[config.mk]
export PLATFORM = sky130hd
export DESIGN_NAME = ex_wb_stage
export DESIGN_NICKNAME = d
export VERILOG_FILES = /design/src/rtl/wb_pkg.sv /design/src/rtl/ex_wb_stage_load_align.sv /design/src/rtl/ex_wb_stage.sv
export SDC_FILE = /design/constraint.sdc
export NUM_CORES = 1
export LEC_CHECK = 0
export CORE_ASPECT_RATIO = 0.5
export CORE_UTILIZATION = 35
export DETAILED_ROUTE_END_ITERATION = 16
export PLACE_DENSITY = 0.79
export SETUP_SLACK_MARGIN = 0.02
export SLEW_MARGIN = 20
export SYNTH_ARGS = -nofsm -noshare
export SYNTH_HDL_FRONTEND = slang
export SYNTH_SLANG_ARGS = --single-unit
[constraint.sdc]
create_clock -name clk -period 4 [get_ports clk]
set_clock_uncertainty 0.2 [all_clocks]
set_input_delay 0.4 -clock clk [delete_from_list [all_inputs] [get_ports clk]]
set_output_delay 0.4 -clock clk [all_outputs]
set_load 0.1 [all_outputs]
[src/rtl/wb_pkg.sv]
`default_nettype none
// ============================================================================
// Module   : wb_pkg
// Brief    : Shared types and constants for the execute-to-writeback stage.
// Revision : 1.0 - initial release
// ============================================================================
package wb_pkg;

  localparam int c_xlen = 32;
  localparam int c_regw = 5;

  typedef enum logic [1:0] {
    IDLE      = 2'd0,
    LOAD_WAIT = 2'd1,
    DRAIN     = 2'd2
  } wb_state_e;

  localparam logic [2:0] F3_LB  = 3'b000;
  localparam logic [2:0] F3_LH  = 3'b001;
  localparam logic [2:0] F3_LW  = 3'b010;
  localparam logic [2:0] F3_LBU = 3'b100;
  localparam logic [2:0] F3_LHU = 3'b101;

  typedef struct packed {
    logic              we;
    logic [c_regw-1:0] rd;
    logic [c_xlen-1:0] data;
  } wb_lane_t;

  // Writes to x0 collapse to a full bubble so forwarding on x0 always sees 0.
  function automatic wb_lane_t make_lane(input logic              valid,
                                         input logic [c_regw-1:0] rd,
                                         input logic [c_xlen-1:0] data);
    wb_lane_t lane;
    lane = '0;
    if (valid && (rd != '0)) begin
      lane.we   = 1'b1;
      lane.rd   = rd;
      lane.data = data;
    end
    return lane;
  endfunction

endpackage
`default_nettype wire

[src/rtl/ex_wb_stage_load_align.sv]
`default_nettype none
// ============================================================================
// Module   : load_align
// Brief    : Combinational byte/half extraction and sign/zero extension of
//            returned load data.
// Revision : 1.0 - initial release
// ============================================================================
module load_align
  import wb_pkg::*;
#(
  parameter int XLEN = 32
) (
  input  logic [2:0]      i_funct3,
  input  logic [1:0]      i_offset,
  input  logic [XLEN-1:0] i_rdata,
  output logic [XLEN-1:0] o_data
);

  logic [7:0]  w_byte;
  logic [15:0] w_half;

  always_comb begin
    w_byte = i_rdata[{i_offset, 3'b000} +: 8];
    w_half = i_rdata[{i_offset[1], 4'b0000} +: 16];
    case (i_funct3)
      F3_LB:   o_data = {{(XLEN-8){w_byte[7]}}, w_byte};
      F3_LH:   o_data = {{(XLEN-16){w_half[15]}}, w_half};
      F3_LBU:  o_data = {{(XLEN-8){1'b0}}, w_byte};
      F3_LHU:  o_data = {{(XLEN-16){1'b0}}, w_half};
      F3_LW:   o_data = i_rdata;
      default: o_data = i_rdata;
    endcase
  end

endmodule
`default_nettype wire

[src/rtl/ex_wb_stage.sv]
`default_nettype none
// ============================================================================
// Module   : ex_wb_stage
// Brief    : Execute-to-writeback register stage for IXU1/IXU2/LSU lanes with
//            outstanding-load tracking. Optional macro WB_LOAD_TIMEOUT_EN adds
//            a load watchdog and the load_timeout_err output.
// Revision : 1.0 - initial release
// ============================================================================
module ex_wb_stage
  import wb_pkg::*;
#(
  parameter int XLEN = 32,
  parameter int REGW = 5
`ifdef WB_LOAD_TIMEOUT_EN
  ,
  parameter int LOAD_TIMEOUT = 64
`endif
) (
  input  logic            clk,
  input  logic            rst,
  input  logic            flush,
  input  logic            ixu1_ex_valid,
  input  logic [REGW-1:0] ixu1_ex_rd,
  input  logic [XLEN-1:0] ixu1_ex_result,
  input  logic            ixu2_ex_valid,
  input  logic [REGW-1:0] ixu2_ex_rd,
  input  logic [XLEN-1:0] ixu2_ex_result,
  input  logic            lsu_ex_valid,
  input  logic [REGW-1:0] lsu_ex_rd,
  input  logic            lsu_ex_is_load,
  input  logic            lsu_ex_is_store,
  input  logic [2:0]      lsu_ex_funct3,
  input  logic [XLEN-1:0] lsu_ex_result,
  input  logic            dmem_rvalid,
  input  logic [XLEN-1:0] dmem_rdata,
  output logic            ixu1_wb_we,
  output logic [REGW-1:0] ixu1_wb_rd,
  output logic [XLEN-1:0] ixu1_wb_data,
  output logic            ixu2_wb_we,
  output logic [REGW-1:0] ixu2_wb_rd,
  output logic [XLEN-1:0] ixu2_wb_data,
  output logic            lsu_wb_we,
  output logic [REGW-1:0] lsu_wb_rd,
  output logic [XLEN-1:0] lsu_wb_data,
  output logic            lsu_wb_is_load,
  output logic            wb_stall
`ifdef WB_LOAD_TIMEOUT_EN
  ,
  output logic            load_timeout_err
`endif
);

  wb_state_e       r_state;
  wb_state_e       w_state_nxt;
  wb_lane_t        r_ixu1, r_ixu2, r_lsu;
  wb_lane_t        w_ixu1_nxt, w_ixu2_nxt, w_lsu_nxt;
  logic            r_lsu_is_load, w_lsu_is_load_nxt;
  logic [REGW-1:0] r_ld_rd;
  logic [2:0]      r_ld_funct3;
  logic [1:0]      r_ld_off;
  logic [XLEN-1:0] w_ld_data;
  logic            w_load_accept;
  logic            w_timeout;

  assign w_load_accept = (r_state == IDLE) && lsu_ex_valid && lsu_ex_is_load && !flush;

  load_align #(
    .XLEN(XLEN)
  ) u_load_align (
    .i_funct3(r_ld_funct3),
    .i_offset(r_ld_off),
    .i_rdata (dmem_rdata),
    .o_data  (w_ld_data)
  );

`ifdef WB_LOAD_TIMEOUT_EN
  localparam int c_cnt_w = $clog2(LOAD_TIMEOUT + 1);

  logic [c_cnt_w-1:0] r_wait_cnt;
  logic               r_timeout_err;

  // Counts cycles spent waiting (including DRAIN); the final waiting cycle
  // without data is the one that fires.
  assign w_timeout = (r_state != IDLE) && !dmem_rvalid &&
                     (r_wait_cnt == c_cnt_w'(LOAD_TIMEOUT - 1));

  always_ff @(posedge clk or posedge rst) begin
    if (rst) begin
      r_wait_cnt    <= '0;
      r_timeout_err <= 1'b0;
    end else begin
      if (w_load_accept) begin
        r_wait_cnt <= '0;
      end else if (r_state != IDLE) begin
        r_wait_cnt <= r_wait_cnt + 1'b1;
      end
      if (w_timeout) begin
        r_timeout_err <= 1'b1;
      end
    end
  end

  assign load_timeout_err = r_timeout_err;
`else
  assign w_timeout = 1'b0;
`endif

  always_ff @(posedge clk or posedge rst) begin
    if (rst) begin
      r_state <= IDLE;
    end else begin
      r_state <= w_state_nxt;
    end
  end

  always_comb begin
    w_state_nxt = r_state;
    case (r_state)
      IDLE: begin
        if (w_load_accept) w_state_nxt = LOAD_WAIT;
      end
      LOAD_WAIT: begin
        if (dmem_rvalid || w_timeout) w_state_nxt = IDLE;
        else if (flush)               w_state_nxt = DRAIN;
      end
      DRAIN: begin
        if (dmem_rvalid || w_timeout) w_state_nxt = IDLE;
      end
      default: w_state_nxt = IDLE;
    endcase
  end

  always_comb begin
    w_ixu1_nxt        = '0;
    w_ixu2_nxt        = '0;
    w_lsu_nxt         = '0;
    w_lsu_is_load_nxt = 1'b0;
    case (r_state)
      IDLE: begin
        if (!flush) begin
          w_ixu1_nxt = make_lane(ixu1_ex_valid, ixu1_ex_rd, ixu1_ex_result);
          w_ixu2_nxt = make_lane(ixu2_ex_valid, ixu2_ex_rd, ixu2_ex_result);
          w_lsu_nxt  = make_lane(lsu_ex_valid && !lsu_ex_is_load && !lsu_ex_is_store,
                                 lsu_ex_rd, lsu_ex_result);
        end
      end
      LOAD_WAIT: begin
        // Data arriving together with a flush belongs to a squashed load.
        if (dmem_rvalid && !flush) begin
          w_lsu_nxt         = make_lane(1'b1, r_ld_rd, w_ld_data);
          w_lsu_is_load_nxt = w_lsu_nxt.we;
        end
      end
      default: ;
    endcase
  end

  assign wb_stall = (r_state != IDLE);

  always_ff @(posedge clk or posedge rst) begin
    if (rst) begin
      r_ld_rd       <= '0;
      r_ld_funct3   <= '0;
      r_ld_off      <= '0;
      r_ixu1        <= '0;
      r_ixu2        <= '0;
      r_lsu         <= '0;
      r_lsu_is_load <= 1'b0;
    end else begin
      if (w_load_accept) begin
        r_ld_rd     <= lsu_ex_rd;
        r_ld_funct3 <= lsu_ex_funct3;
        r_ld_off    <= lsu_ex_result[1:0];
      end
      r_ixu1        <= w_ixu1_nxt;
      r_ixu2        <= w_ixu2_nxt;
      r_lsu         <= w_lsu_nxt;
      r_lsu_is_load <= w_lsu_is_load_nxt;
    end
  end

  assign ixu1_wb_we     = r_ixu1.we;
  assign ixu1_wb_rd     = r_ixu1.rd;
  assign ixu1_wb_data   = r_ixu1.data;
  assign ixu2_wb_we     = r_ixu2.we;
  assign ixu2_wb_rd     = r_ixu2.rd;
  assign ixu2_wb_data   = r_ixu2.data;
  assign lsu_wb_we      = r_lsu.we;
  assign lsu_wb_rd      = r_lsu.rd;
  assign lsu_wb_data    = r_lsu.data;
  assign lsu_wb_is_load = r_lsu_is_load;

endmodule
`default_nettype wire

==> metrics.md <==
| Metric | Value |
|---|---|
| Outcome | completed |
| CTS resizes | 0 |
| Top Layer Used | met4 |
| Synth Cell Area | 5000 um^2 |
| Met3 routed WL | roughly 730 um |
| Layout Cells excl Fill | 867 |
| Number of global-route vias before repair | approximately 4.2k |
| Clock sinks | around 130 |
| Max Slew Vio Count | 0 |
| Cell variety after synth | 37 |
| Clock-pin slew on the worst setup and hold paths | ~0.06 ns |
| Worst-Skew Late Latency | slightly above 0.4 ns |
| Buffers on Ports | 270 |
| Total grt overflow | 0 |
| Worst-margin pin slew | about 1.0 ns |
| Top-count cell post-synth | dfrtp_1 |
| Async SR Flop Fraction | between 90% and 100% |
| Register Area | between 3000 and 4000 um^2 |
| Most frequent cells after synthesis | 127 x dfrtp_1, 67 x and2_1, 24 x a22o_1, 17 x a21oi_1, 17 x nand2b_1 |
| RSZ-0062 raised after global routing | no |
| CTS Root Cell | clkbuf_16 |
| Routability congestion estimate | roughly 0.79 |
| Final Hold Viols | 0 |
| Max Root-Sink Buffers | 2 |
| Routed wire length | between 15 and 20 mm |
| Post-synth top flop | dfrtp_1 |
| GRT Total Usage | a little over a fifth |
| Drt first pass iters | 4 |
| Pwr/cell area | ~470 nW/um^2 |
| Initial DRC count | between 200 and 250 |
| Leading area contributor after synthesis | dfrtp_1 |
| Antenna Violating Nets Remaining | 0 |
| Die Y | between 80 and 90 um |
| Crit path max fanout | 6 |
| Worst rel slew slack | ~31% |
| ANT cells | 0 |
| Final Cell Area | around 8500 um^2 |
| Setup bufs post-CTS | 0 |
| Nets | ~800 |
| Post-DP HPWL | ~12 mm |
| Initial Util | between 30% and 40% |
| Number of flops mapped to enable cells by yosys | 0 |
| Synth top area share | 63.6% |
| Core footprint | about 14,000 um^2 |
| Total number of vias | between 4k and 5k |
| Num rows | 30 |
| Area grow syn2layout | 70.2% |
| # DRC | 0 |
| Met2 WL | 8.42 mm |
| Arrival time worst endpoint | 2.12 ns |
| Setup_tns | 0 ns |
| Max-Cap Viols | 0 |
| Register area share after synthesis | between 60% and 70% |
| Dpl cells | about 840 |
| Cts bufs inserted | 17 |
| Fin util | 61.9% |
| Ports | ~270 |
| Yosys warnings | 0 |
| Worst Hold Class | reg -> reg |
| WL met1 | about 6 mm |
| Number of setup violations in the final report | 0 |
| VDD IR max | 0.000332 V |
| Fin crit share | 68.0% |
| Die Wd | 171 um |
| Flops & latches, synth | 127 |
| Post-Synthesis Cells | just under 400 |
| Setup crit start kind | register |
| Number of vias per cell | 4.66 |
| Largest net degree at the start of global routing | 45 |
| Ratio of cells with drive above 1 in the final layout | a little under a tenth |
| Avg Synthesized Cell Area | between 10 and 15 um^2 |
| Global-route wire length before repair | 23.1 mm |
| Syn nets | 547 |
| Crit path capture type | output pin |
| TritonCTS clock tree | yes |
| Area contributors post-synth | dfrtp_1 64%, and2_1 8.4%, a22o_1 4.2%, mux2_2 2.9%, nand2b_1 2.1% |
| R2r setup slk | between 1.5 and 2 ns |
| Multi-input gate area | 1670 um^2 |
| CP required | between 3 and 4 ns |
| Filler cells | between 1k and 1.5k |
| Die area | ~15,000 um^2 |
| Drt wl/cell | roughly 18 um |
| # hold bufs at CTS | 0 |
| H-tree levels | 4 |
| Dpl cell area | 7870 um^2 |
| Initial antenna violation count | 0 |
| Max frequency | between 300 and 400 MHz |
| Critical path class | reg -> out |
| Pleak | 3.70 nW |
| Min cycle time layout | about 2.7 ns |
## worst paths after layout
kind                                          to  cells past startpoint        start
worst max-delay path                    wb_stall                      2   r_state[1]
worst min-delay path                lsu_wb_rd[2]                      1   r_ld_rd[2]
worst max register to register   lsu_wb_data[31]                      4  r_ld_off[1]
worst min register to register      lsu_wb_rd[2]                      1   r_ld_rd[2]
max in group asynchronous            r_ld_off[0]                      3          rst
min in group asynchronous       ixu2_wb_data[13]                      2          rst
## cells by family after synthesis
family	Yosys count	share of synthesized area (%)
buffers and inverters	29	3.03
AO/OA/AOI/OAI	81	12.7
AND/OR/NAND/NOR	135	16.4
multiplexers	20	4.33
flip-flops	127	63.6
## layout make-up
class | instances | area share, %
clock buffer | 18 | 5.04
clock inverter | 14 | 2.44
inverter | 6 | 0.309
multi-input combinational | 236 | 19.6
sequential | 127 | 37.3
tap | 192 | 2.82
timing repair buffer | 274 | 32.4
## critical path: stages (launching register included)
cell,delay (ns)
dfrtp_1,0.43
or2_2,0.31
clkdlybuf4s50_1,0.97
## metal layers
metal,vias to the layer above,track usage (%)
li1,1898,-
met1,2001,23.5
met2,114,39.1
met3,29,4.20
met4,0,9.33
met5,-,0
## flip-flops by register name (all words and copies together) (netlist names)
| signal | cells |
|---|---|
| lsu_wb_is_load | 1 |
| ixu2_wb_data | 32 |
| ixu1_wb_we | 1 |
| lsu_wb_we | 1 |
| ixu1_wb_data | 32 |
| ixu2_wb_rd | 5 |
| lsu_wb_data | 32 |
| ixu2_wb_we | 1 |
| r_state | 2 |
| ixu1_wb_rd | 5 |
| r_ld_off | 2 |
| r_ld_funct3 | 3 |
| r_ld_rd | 5 |
| lsu_wb_rd | 5 |
## placed cells by master (no fill, tap or decap), types with 3 or more instances in the layout
master,n
inv_6,3
inv_1,5
o22ai_1,9
nand3_1,3
or3_1,9
clkinvlp_4,3
and2_1,67
nand2_1,8
mux2_2,13
clkbuf_16,17
and3_1,8
o21ai_0,8
bufinv_16,4
nand2b_1,17
o2bb2ai_1,7
nor2_1,6
a22o_2,6
clkdlybuf4s50_1,270
a22o_1,24
a21oi_1,17
clkinv_4,4
mux2i_1,7
nor2b_1,10
dfrtp_1,127
## power by group
part,switching (mW),internal (mW)
clock,0.603,1.06
sequential,0.0645,1.36
combinational,0.597,0.348
total,1.26,2.76
## metrics by stage
stage               worst slack, ns  power [mW]  hold slack [ns]
finish                         1.28        4.03            0.332
CTS                            1.27        4.05            0.327
floorplan                      1.83        2.05            0.263
global route                   1.24        4.17            0.339
detailed placement             1.30        2.39            0.317
global placement               1.34        2.37            0.316
Power figures use the tool's default switching activity.
